File: src/rtl/block_stream_gen.sv
// Serializes queued begin/end/filler token commands as ASCII bytes under valid/ready
// and tracks the nesting depth of the words it has emitted.
module block_stream_gen #(
    parameter int FIFO_DEPTH = 4
) (
    input  logic        clk,
    input  logic        reset_n,
    input  logic        cmd_valid,
    input  logic [1:0]  cmd_op,
    input  logic        cmd_upper,
    output logic        cmd_ready,
    output logic [7:0]  out_char,
    output logic        out_valid,
    input  logic        out_ready,
    output logic [31:0] depth,
    output logic        balanced,
    output logic        underflow,
    output logic        idle
);
    localparam int PW = $clog2(FIFO_DEPTH);
    localparam int CW = PW + 1;
    localparam logic [CW-1:0] FULL_CNT = CW'(FIFO_DEPTH);
    localparam logic [1:0] OP_BEGIN = 2'b00;
    localparam logic [1:0] OP_END   = 2'b01;

    typedef enum logic {S_IDLE, S_EMIT} state_t;

    function automatic logic [2:0] last_idx(input logic [1:0] op);
        case (op)
            OP_BEGIN: return 3'd5;
            OP_END:   return 3'd3;
            default:  return 3'd1;
        endcase
    endfunction

    function automatic logic [7:0] char_of(input logic [1:0] op, input logic upper,
                                           input logic [2:0] idx);
        logic [7:0] c;
        c = 8'h20;
        case (op)
            OP_BEGIN: case (idx)
                3'd0:    c = 8'h62;
                3'd1:    c = 8'h65;
                3'd2:    c = 8'h67;
                3'd3:    c = 8'h69;
                3'd4:    c = 8'h6E;
                default: c = 8'h20;
            endcase
            OP_END: case (idx)
                3'd0:    c = 8'h65;
                3'd1:    c = 8'h6E;
                3'd2:    c = 8'h64;
                default: c = 8'h20;
            endcase
            default: c = (idx == 3'd0) ? 8'h78 : 8'h20;
        endcase
        // Upper-casing clears bit 5 of letters only; the space byte stays 0x20.
        if (upper && c != 8'h20) c[5] = 1'b0;
        return c;
    endfunction

    // Command FIFO
    logic [2:0]    fifo_mem [FIFO_DEPTH];
    logic [PW-1:0] wr_ptr_q, rd_ptr_q;
    logic [CW-1:0] count_q, count_d;
    logic          full_w, empty_w, push_w, pop_w;
    logic [2:0]    rd_entry;
    logic [1:0]    rd_op;
    logic          rd_upper;

    // Serializer state
    state_t        state_q;
    logic [2:0]    idx_q;
    logic [1:0]    op_q;
    logic          upper_q;
    logic [7:0]    out_char_q;
    logic          out_valid_q;
    logic [31:0]   depth_q, depth_d;
    logic          underflow_q, underflow_d;
    logic          last_w;

    assign full_w   = (count_q == FULL_CNT);
    assign empty_w  = (count_q == '0);
    assign push_w   = cmd_valid && !full_w;
    assign last_w   = (idx_q == last_idx(op_q));
    assign pop_w    = !empty_w && ((state_q == S_IDLE) || (out_ready && last_w));
    assign rd_entry = fifo_mem[rd_ptr_q];
    assign rd_op    = rd_entry[2:1];
    assign rd_upper = rd_entry[0];

    always_comb begin
        // NOTE: every signal driven here gets a default first, so no path can infer a latch.
        count_d = count_q;
        case ({push_w, pop_w})
            2'b10:   count_d = count_q + 1'b1;
            2'b01:   count_d = count_q - 1'b1;
            default: count_d = count_q;
        endcase
    end

    // NOTE: storage has no reset; the pointers and count define which entries are live.
    always_ff @(posedge clk) begin
        if (push_w) fifo_mem[wr_ptr_q] <= {cmd_op, cmd_upper};
    end

    // NOTE: sequential state uses non-blocking assignments so every register samples pre-edge values.
    always_ff @(posedge clk or negedge reset_n) begin
        if (!reset_n) begin
            wr_ptr_q <= '0;
            rd_ptr_q <= '0;
            count_q  <= '0;
        end else begin
            if (push_w) wr_ptr_q <= wr_ptr_q + 1'b1;
            if (pop_w)  rd_ptr_q <= rd_ptr_q + 1'b1;
            count_q <= count_d;
        end
    end

    // Depth freezes once negative; an end word at depth 0 is what drives it negative.
    always_comb begin
        depth_d     = depth_q;
        underflow_d = underflow_q;
        if (!depth_q[31]) begin
            if (op_q == OP_BEGIN) begin
                depth_d = depth_q + 32'd1;
            end else if (op_q == OP_END) begin
                depth_d = depth_q - 32'd1;
                if (depth_q == 32'd0) underflow_d = 1'b1;
            end
        end
    end

    always_ff @(posedge clk or negedge reset_n) begin
        if (!reset_n) begin
            state_q     <= S_IDLE;
            idx_q       <= 3'd0;
            op_q        <= 2'b00;
            upper_q     <= 1'b0;
            out_char_q  <= 8'h00;
            out_valid_q <= 1'b0;
            depth_q     <= 32'd0;
            underflow_q <= 1'b0;
        end else begin
            if (state_q == S_EMIT && out_ready) begin
                if (!last_w) begin
                    idx_q      <= idx_q + 3'd1;
                    out_char_q <= char_of(op_q, upper_q, idx_q + 3'd1);
                end else begin
                    depth_q     <= depth_d;
                    underflow_q <= underflow_d;
                    state_q     <= S_IDLE;
                    out_valid_q <= 1'b0;
                    out_char_q  <= 8'h00;
                end
            end
            // A pop overrides the return to IDLE above, so back-to-back words have no bubble.
            if (pop_w) begin
                state_q     <= S_EMIT;
                op_q        <= rd_op;
                upper_q     <= rd_upper;
                idx_q       <= 3'd0;
                out_char_q  <= char_of(rd_op, rd_upper, 3'd0);
                out_valid_q <= 1'b1;
            end
        end
    end

    assign cmd_ready = !full_w;
    assign out_char  = out_char_q;
    assign out_valid = out_valid_q;
    assign depth     = depth_q;
    assign balanced  = (depth_q == 32'd0);
    assign underflow = underflow_q;
    assign idle      = empty_w && (state_q == S_IDLE);

endmodule

File: config.mk
export PLATFORM = sky130hd
export DESIGN_NAME = block_stream_gen
export DESIGN_NICKNAME = d
export VERILOG_FILES = /design/src/rtl/block_stream_gen.sv
export SDC_FILE = /design/constraint.sdc
export NUM_CORES = 1
export LEC_CHECK = 0
export ABC_AREA = 1
export BUFFER_PORTS_ARGS = -buffer_cell sky130_fd_sc_hd__buf_2
export CELL_PAD_IN_SITES_DETAIL_PLACEMENT = 1
export CELL_PAD_IN_SITES_GLOBAL_PLACEMENT = 1
export CORE_MARGIN = 2
export CORE_UTILIZATION = 42
export DETAILED_ROUTE_END_ITERATION = 16
export PLACE_DENSITY = 0.92
export SYNTH_ARGS = -nofsm -noshare
export SYNTH_HDL_FRONTEND = slang
export SYNTH_SLANG_ARGS = --single-unit
File: constraint.sdc
create_clock -name clk -period 2.5 [get_ports clk]
set_input_delay 0.25 -clock clk [delete_from_list [all_inputs] [get_ports clk]]
set_output_delay 0.25 -clock clk [all_outputs]
set_load 0.01 [all_outputs]
After elaboration in Yosys (flattened, before gate mapping)
Memory sizes are Yosys's and may differ from the RTL's.
Index checks and enable logic that the tools add are counted.
{"block": "classes", "eq_ne": 13, "n_addsub": 7, "reduce_logical": 24, "bitwise_logic": 3, "muxes": 26}
{"op": "32-bit 2-to-1 mux", "count": 3}
{"op": "8-bit 2-to-1 mux", "count": 6}
{"op": "7-bit case mux with 5 select lines", "count": 1}
{"op": "32-bit by 1-bit adder with 32-bit output, second input constant", "count": 1}
{"op": "32-bit logical NOT", "count": 1}
{"op": "32-bit by 1-bit subtractor with 32-bit output, second input constant", "count": 1}
{"op": "7-bit case mux with 3 select lines", "count": 1}
{"op": "8-bit by 6-bit inequality test with 1-bit output, second input constant", "count": 2}
{"op": "8-bit case mux with 2 select lines", "count": 1}
{"op": "3-bit case mux with 2 select lines", "count": 2}
{"op": "5-bit case mux with 2 select lines", "count": 1}
{"op": "3-bit 2-to-1 mux", "count": 3}
{"op": "2-bit nonzero test", "count": 4}
{"op": "1-bit logical AND", "count": 7}
{"op": "1-bit 2-to-1 mux", "count": 7}
{"op": "7-bit 2-to-1 mux", "count": 1}
{"op": "3-bit by 1-bit adder with 3-bit output, second input constant", "count": 2}
{"op": "2-bit by 1-bit == test with 1-bit output, second input constant", "count": 3}
{"op": "3-bit by 2-bit == test with 1-bit output, second input constant", "count": 2}
{"op": "3-bit == test, second input constant", "count": 2}
{"op": "3-bit logical NOT", "count": 2}
{"op": "2-bit AND reduction", "count": 3}
{"op": "6-bit AND reduction", "count": 1}
{"op": "2-bit by 1-bit adder with 2-bit output, second input constant", "count": 2}
{"op": "other kinds (10)", "count": 14}
{"block": "word_totals", "elab_cells": 85, "reg_bits": 55, "ram_bits": 12, "out_inout_bits": 45, "inputBits": 7, "mem_count": 1}
{"memory": "fifo_mem", "words": 4, "width": 3, "read_ports": 1, "rd_clocked_by_memory_dff": 0, "write_ports": 1, "line": "63", "source": "logic [2:0] fifo_mem [FIFO_DEPTH];"}

Logic depth before layout (Yosys ltp)
{"block": "logic_depth", "depth_word": 12, "depth_mapped": 13, "mapped_depth_nobuf": 13}

Worst setup path before layout
No wires, ideal clock.
{"block": "synth_path", "path_type": "flip-flop to flip-flop", "startpoint": "register op_q[0]", "endpoint": "register count_q[2]", "path_buffers": 0, "setup_slack_ns": 0.341, "setup_time_ns": 0.124, "required_time_ns": 2.376, "arrival_time_ns": 2.035, "path_stages_with_launch": 14, "path_cell_list": "dfrtp_1 inv_2 nand2_2 inv_2 nand2_1 nand2_2 nand3_2 a21oi_4 ha_1 inv_1 fa_1 a21oi_1 o21ai_0 xnor2_1"}
{"block": "synth_via", "elab_chain_len": 8, "elab_cells_between_ends": 11}
{"item": "start: declaration", "line": "74", "source": "logic [1:0] op_q;"}
{"item": "start signal: assignment", "line": "159", "source": "op_q <= rd_op;"}
{"item": "2-bit by 1-bit == test with 1-bit output or 2-bit logical NOT (tied branches)", "line": "29", "source": "case (op)"}
{"item": "3-bit case mux with 2 select lines *", "line": "29"}
{"item": "3-bit == test *", "line": "85", "source": "assign last_w = (idx_q == last_idx(op_q));"}
{"item": "1-bit logical AND *", "line": "86", "source": "assign pop_w = !empty_w && ((state_q == S_IDLE) || (out_ready && last_w));"}
{"item": "1-bit logical OR *", "line": "86"}
{"item": "1-bit logical AND *", "line": "86"}
{"item": "net pop_w", "line": "66", "source": "logic full_w, empty_w, push_w, pop_w;"}
{"item": "2-bit by 1-bit == test with 1-bit output or 2-bit == test (tied branches)", "line": "94", "source": "case ({push_w, pop_w})"}
{"item": "3-bit case mux with 2 select lines or 2-bit nonzero test (tied branches)"}
{"item": "end signal: assignment", "line": "115", "source": "count_q <= count_d;"}
{"item": "end: declaration", "line": "65", "source": "logic [CW-1:0] count_q, count_d;"}
The timed path passes the listed nets; every way through them passes the cells marked *.
A chain may end at the register's enable or synchronous reset.

Worst setup path in the final report
{"block": "layout_path", "startpoint": "register depth_q[12], in the netlist depth[12]", "endpoint": "output balanced"}
{"block": "layout_via", "elab_chain_len": 1}
{"item": "start: declaration", "line": "78", "source": "logic [31:0] depth_q, depth_d;"}
{"item": "start signal: assignment", "line": "149", "source": "depth_q <= depth_d;"}
{"item": "32-bit logical NOT", "line": "172", "source": "assign balanced = (depth_q == 32'd0);"}
{"item": "end: declaration", "line": "16", "source": "output logic balanced,"}
Every way passes these cells.

==> flow_summary.toml <==
[run_status]
status = "finished, final reports clean"

[clocking]
cts_buffers = 9
cts_tree = "yes"
clock_latency_ps = 360
cts_buffer_depth = 2
cts.root.buffer_cell = "clkbuf_16"
post_cts_buffers = 0
clk_pin_slew_ps = 60
htreeDepth = 3
cts_sinks = 66

[detailed_routing]
detail-route-antenna-nets = 0
first_pass_iters = 5
drt_iter0_markers = 317
viasPerCell = 5.58
routed_wl_mm = 18.5
wl_per_cell_um = 18.6
drc = 0
num_vias = 5579

[timing]
finalMaxSlewViolations = 0
setup-tns-final_ps = 0
skew_ps = 11.2
tightest_slew_ps = 644
max_freq_mhz = 430
rsz0062_at_grt = "no"
min_period_ps = 2330
setup_viol = 0
fin_crit_sh_pct = 93.1
slew_headroom_pct = 55.9
worst_slack_ps = 172
hold_viol = 0

[global_routing]
grt_max_degree = 55
track_usage_pct = 29.9
antenna_found_initial = 0
grt_pass1_wl_mm = 30.1
grt_pass1_vias = 6012
gr-total-overflow = 0

[synth]
syn_area_per_cell_um2 = 6.34
synth_top_cell_by_area = "dfrtp_1"
synth_cell_types = 39
synth.area.top_cells = "dfrtp_1 (27%), nand2_1 (21%), nor2_1 (11%)"
synth_warnings = 0
synth_top_area_share_pct = 26.7
synth_area_um2 = 5070
synth_nets = 822
netlist_instances = 800
ys_ff_latch = 66
yosysSeqAreaShare_pct = 33.8

[worst_setup_path]
cp_max_fo = 10
rr_endpoint = "count_q[2]$_DFFE_PN0P_"
r2r_setup_slack_ps = 210
crit_start = "depth[12]$_DFFE_PN0P_"
cp.arrival_ps = 2080
endpoint = "balanced"
r2r_cells = 13
worstSetupPathType = "flip-flop to output pin"
crit_path_start_kind = "flip-flop"
reg2reg_from = "op_q[1]$_DFFE_PN0P_"
cp-end-kind = "output pin"
cp_data_required_time_ps = 2250

[power]
p_clk_share_pct = 30.5
power_density_nw_per_um2 = 824
power.share.sequential_pct = 30.7
power_uw = 4780
power.switching_uw = 2020
p_sw_share_pct = 42.3
combPwrFrac_pct = 38.8
p_int_uw = 2760
p_leak_uw = 0.00298
vdd_drop_max_uv = 598

[flow_run]
cap_violations = 0

[final_layout]
nNetsFinal = 869
drive_gt1_share_pct = 12.0
stdcell_count = 999
diodes = 0
area_growth_pct = 14.5

[die]
boundaryPins = 52
rows = 40
die_area_um2 = 13000
start_util_pct = 42.6
core_um2 = 11900
die_w_um = 114
chipHeight_um = 114

[place]
hpwlAfterDp_mm = 13.6
place_ws_ps = 98.5
port_buffers = 50
routabilityCongestion = 0.958
placedCellCount = 982

[worst_hold_path]
min-delay-path-class = "input pin to flip-flop"
## state kept, by name (all words and copies together), names as in the netlist
signal	count
upper_q	1
op_q	2
fifo_mem	12
out_valid	1
count_q	3
rd_ptr_q	2
underflow	1
wr_ptr_q	2
out_char	7
depth	32
idx_q	3
## placed cells by master, fill, tap and decap left out, drive strengths merged, types with 2 or more instances in the layout
master,netlist,final
clkbuf,7,9
bufinv,0,2
a21oi,20,20
o211ai,3,3
o21ai,43,43
nand2,284,284
nand3,60,60
o31ai,2,2
xor2,7,7
ha,14,14
edfxtp,12,12
nor2,145,145
nor3,14,14
inv,83,87
nand4,14,14
o22ai,7,7
xnor2,2,2
o221ai,2,2
dfrtp,54,54
buf,19,61
## stage by stage
stage	hold slack, ps	instance area [µm²]	util [%]
CTS	124	5790	48.6
global placement	276	5450	45.7
detailed placement	282	5450	45.7
finish	124	5800	48.7
global route	134	5800	48.7
floorplan	-45.6	5070	-
## how the worst min path moves through the flow
stage,cells after the start,end,startpoint,slack [ps]
after floorplan,0,count_q[0]$_DFFE_PN0P_,reset_n,-50
after global placement,2,rd_ptr_q[0]$_DFFE_PN0P_,reset_n,280
after detailed placement,2,wr_ptr_q[0]$_DFFE_PN0P_,reset_n,280
after CTS,1,fifo_mem[2][1]$_DFFE_PP_,cmd_op[0],120
after global routing,1,fifo_mem[2][0]$_DFFE_PP_,cmd_upper,130
final,1,fifo_mem[2][1]$_DFFE_PP_,cmd_op[0],120
## layout make-up
cell class,count,area (µm²)
fillers,1615,6110
flip-flops and latches,66,1710
well taps,147,184
repair buffers,62,355
clock inverters,7,106
multi-input cells,625,2910
clock buffers,9,225
inverters,83,314
## critical path: stages, from the launching register on
cell and delay [ps]:
dfrtp_1 520, nor2_1 240, nand2_1 120, nor2_2 230, nand2_1 80, nor2_1 320, buf_2 200
## cell families (layout without fill, tap and decap cells)
group                    after synthesis  in the layout  share of synthesized area (%)
AND/OR/NAND/NOR                      519            519                           42.3
buffers and inverters                109            161                           9.18
AO/OA/AOI/OAI                         80             80                           9.08
flip-flops                            66             66                           33.8
adder cells (fa/ha/maj)               15             15                           3.85
XOR/XNOR                               9              9                           1.55
other                                  1              1                         0.0740
multiplexers                           1              1                          0.197
## power by group through the flow
stage / logic, µW / clock network, µW / registers (µW)
6_report: 1860 / 1460 / 1470
5_1_grt: 2040 / 1510 / 1490
4_1_cts: 1820 / 1470 / 1460
3_5_place_dp: 1780 / 0 / 1470
3_3_place_gp: 1650 / 0 / 1450
2_1_floorplan: 1190 / 0 / 1450
## metal layers
metal	wire length, µm	GRT usage [%]	part of all wire [%]	vias up
met5	0	0	0	-
met4	927	17.1	5.0	0
met3	722	4.41	3.9	59
met2	9170	52.8	49	174
met1	7730	34.7	42	2712
li1	-	-	-	2634
## synth_stat cells, drive strengths merged
cell type / n
buf: 19
xor2: 7
a32oi: 1
conb: 1
nand3b: 1
a211oi: 1
mux2i: 1
nand4: 14
ha: 14
o31ai: 2
nand2: 284
a21oi: 20
nor3: 14
o21ai: 43
fa: 1
o22ai: 7
dfrtp: 54
inv: 83
nor2b: 1
xnor2: 2
clkbuf: 7
o21a: 1
edfxtp: 12
o221ai: 2
o211ai: 3
nand3: 60
nor2: 145
## repair_timing
item	CTS	global route
hold buffers	1	0
gates resized for setup	0	5
hold endpoints to repair	54	0
endpoints found under the setup margin	0	2
(Power assumes the default switching activity.)
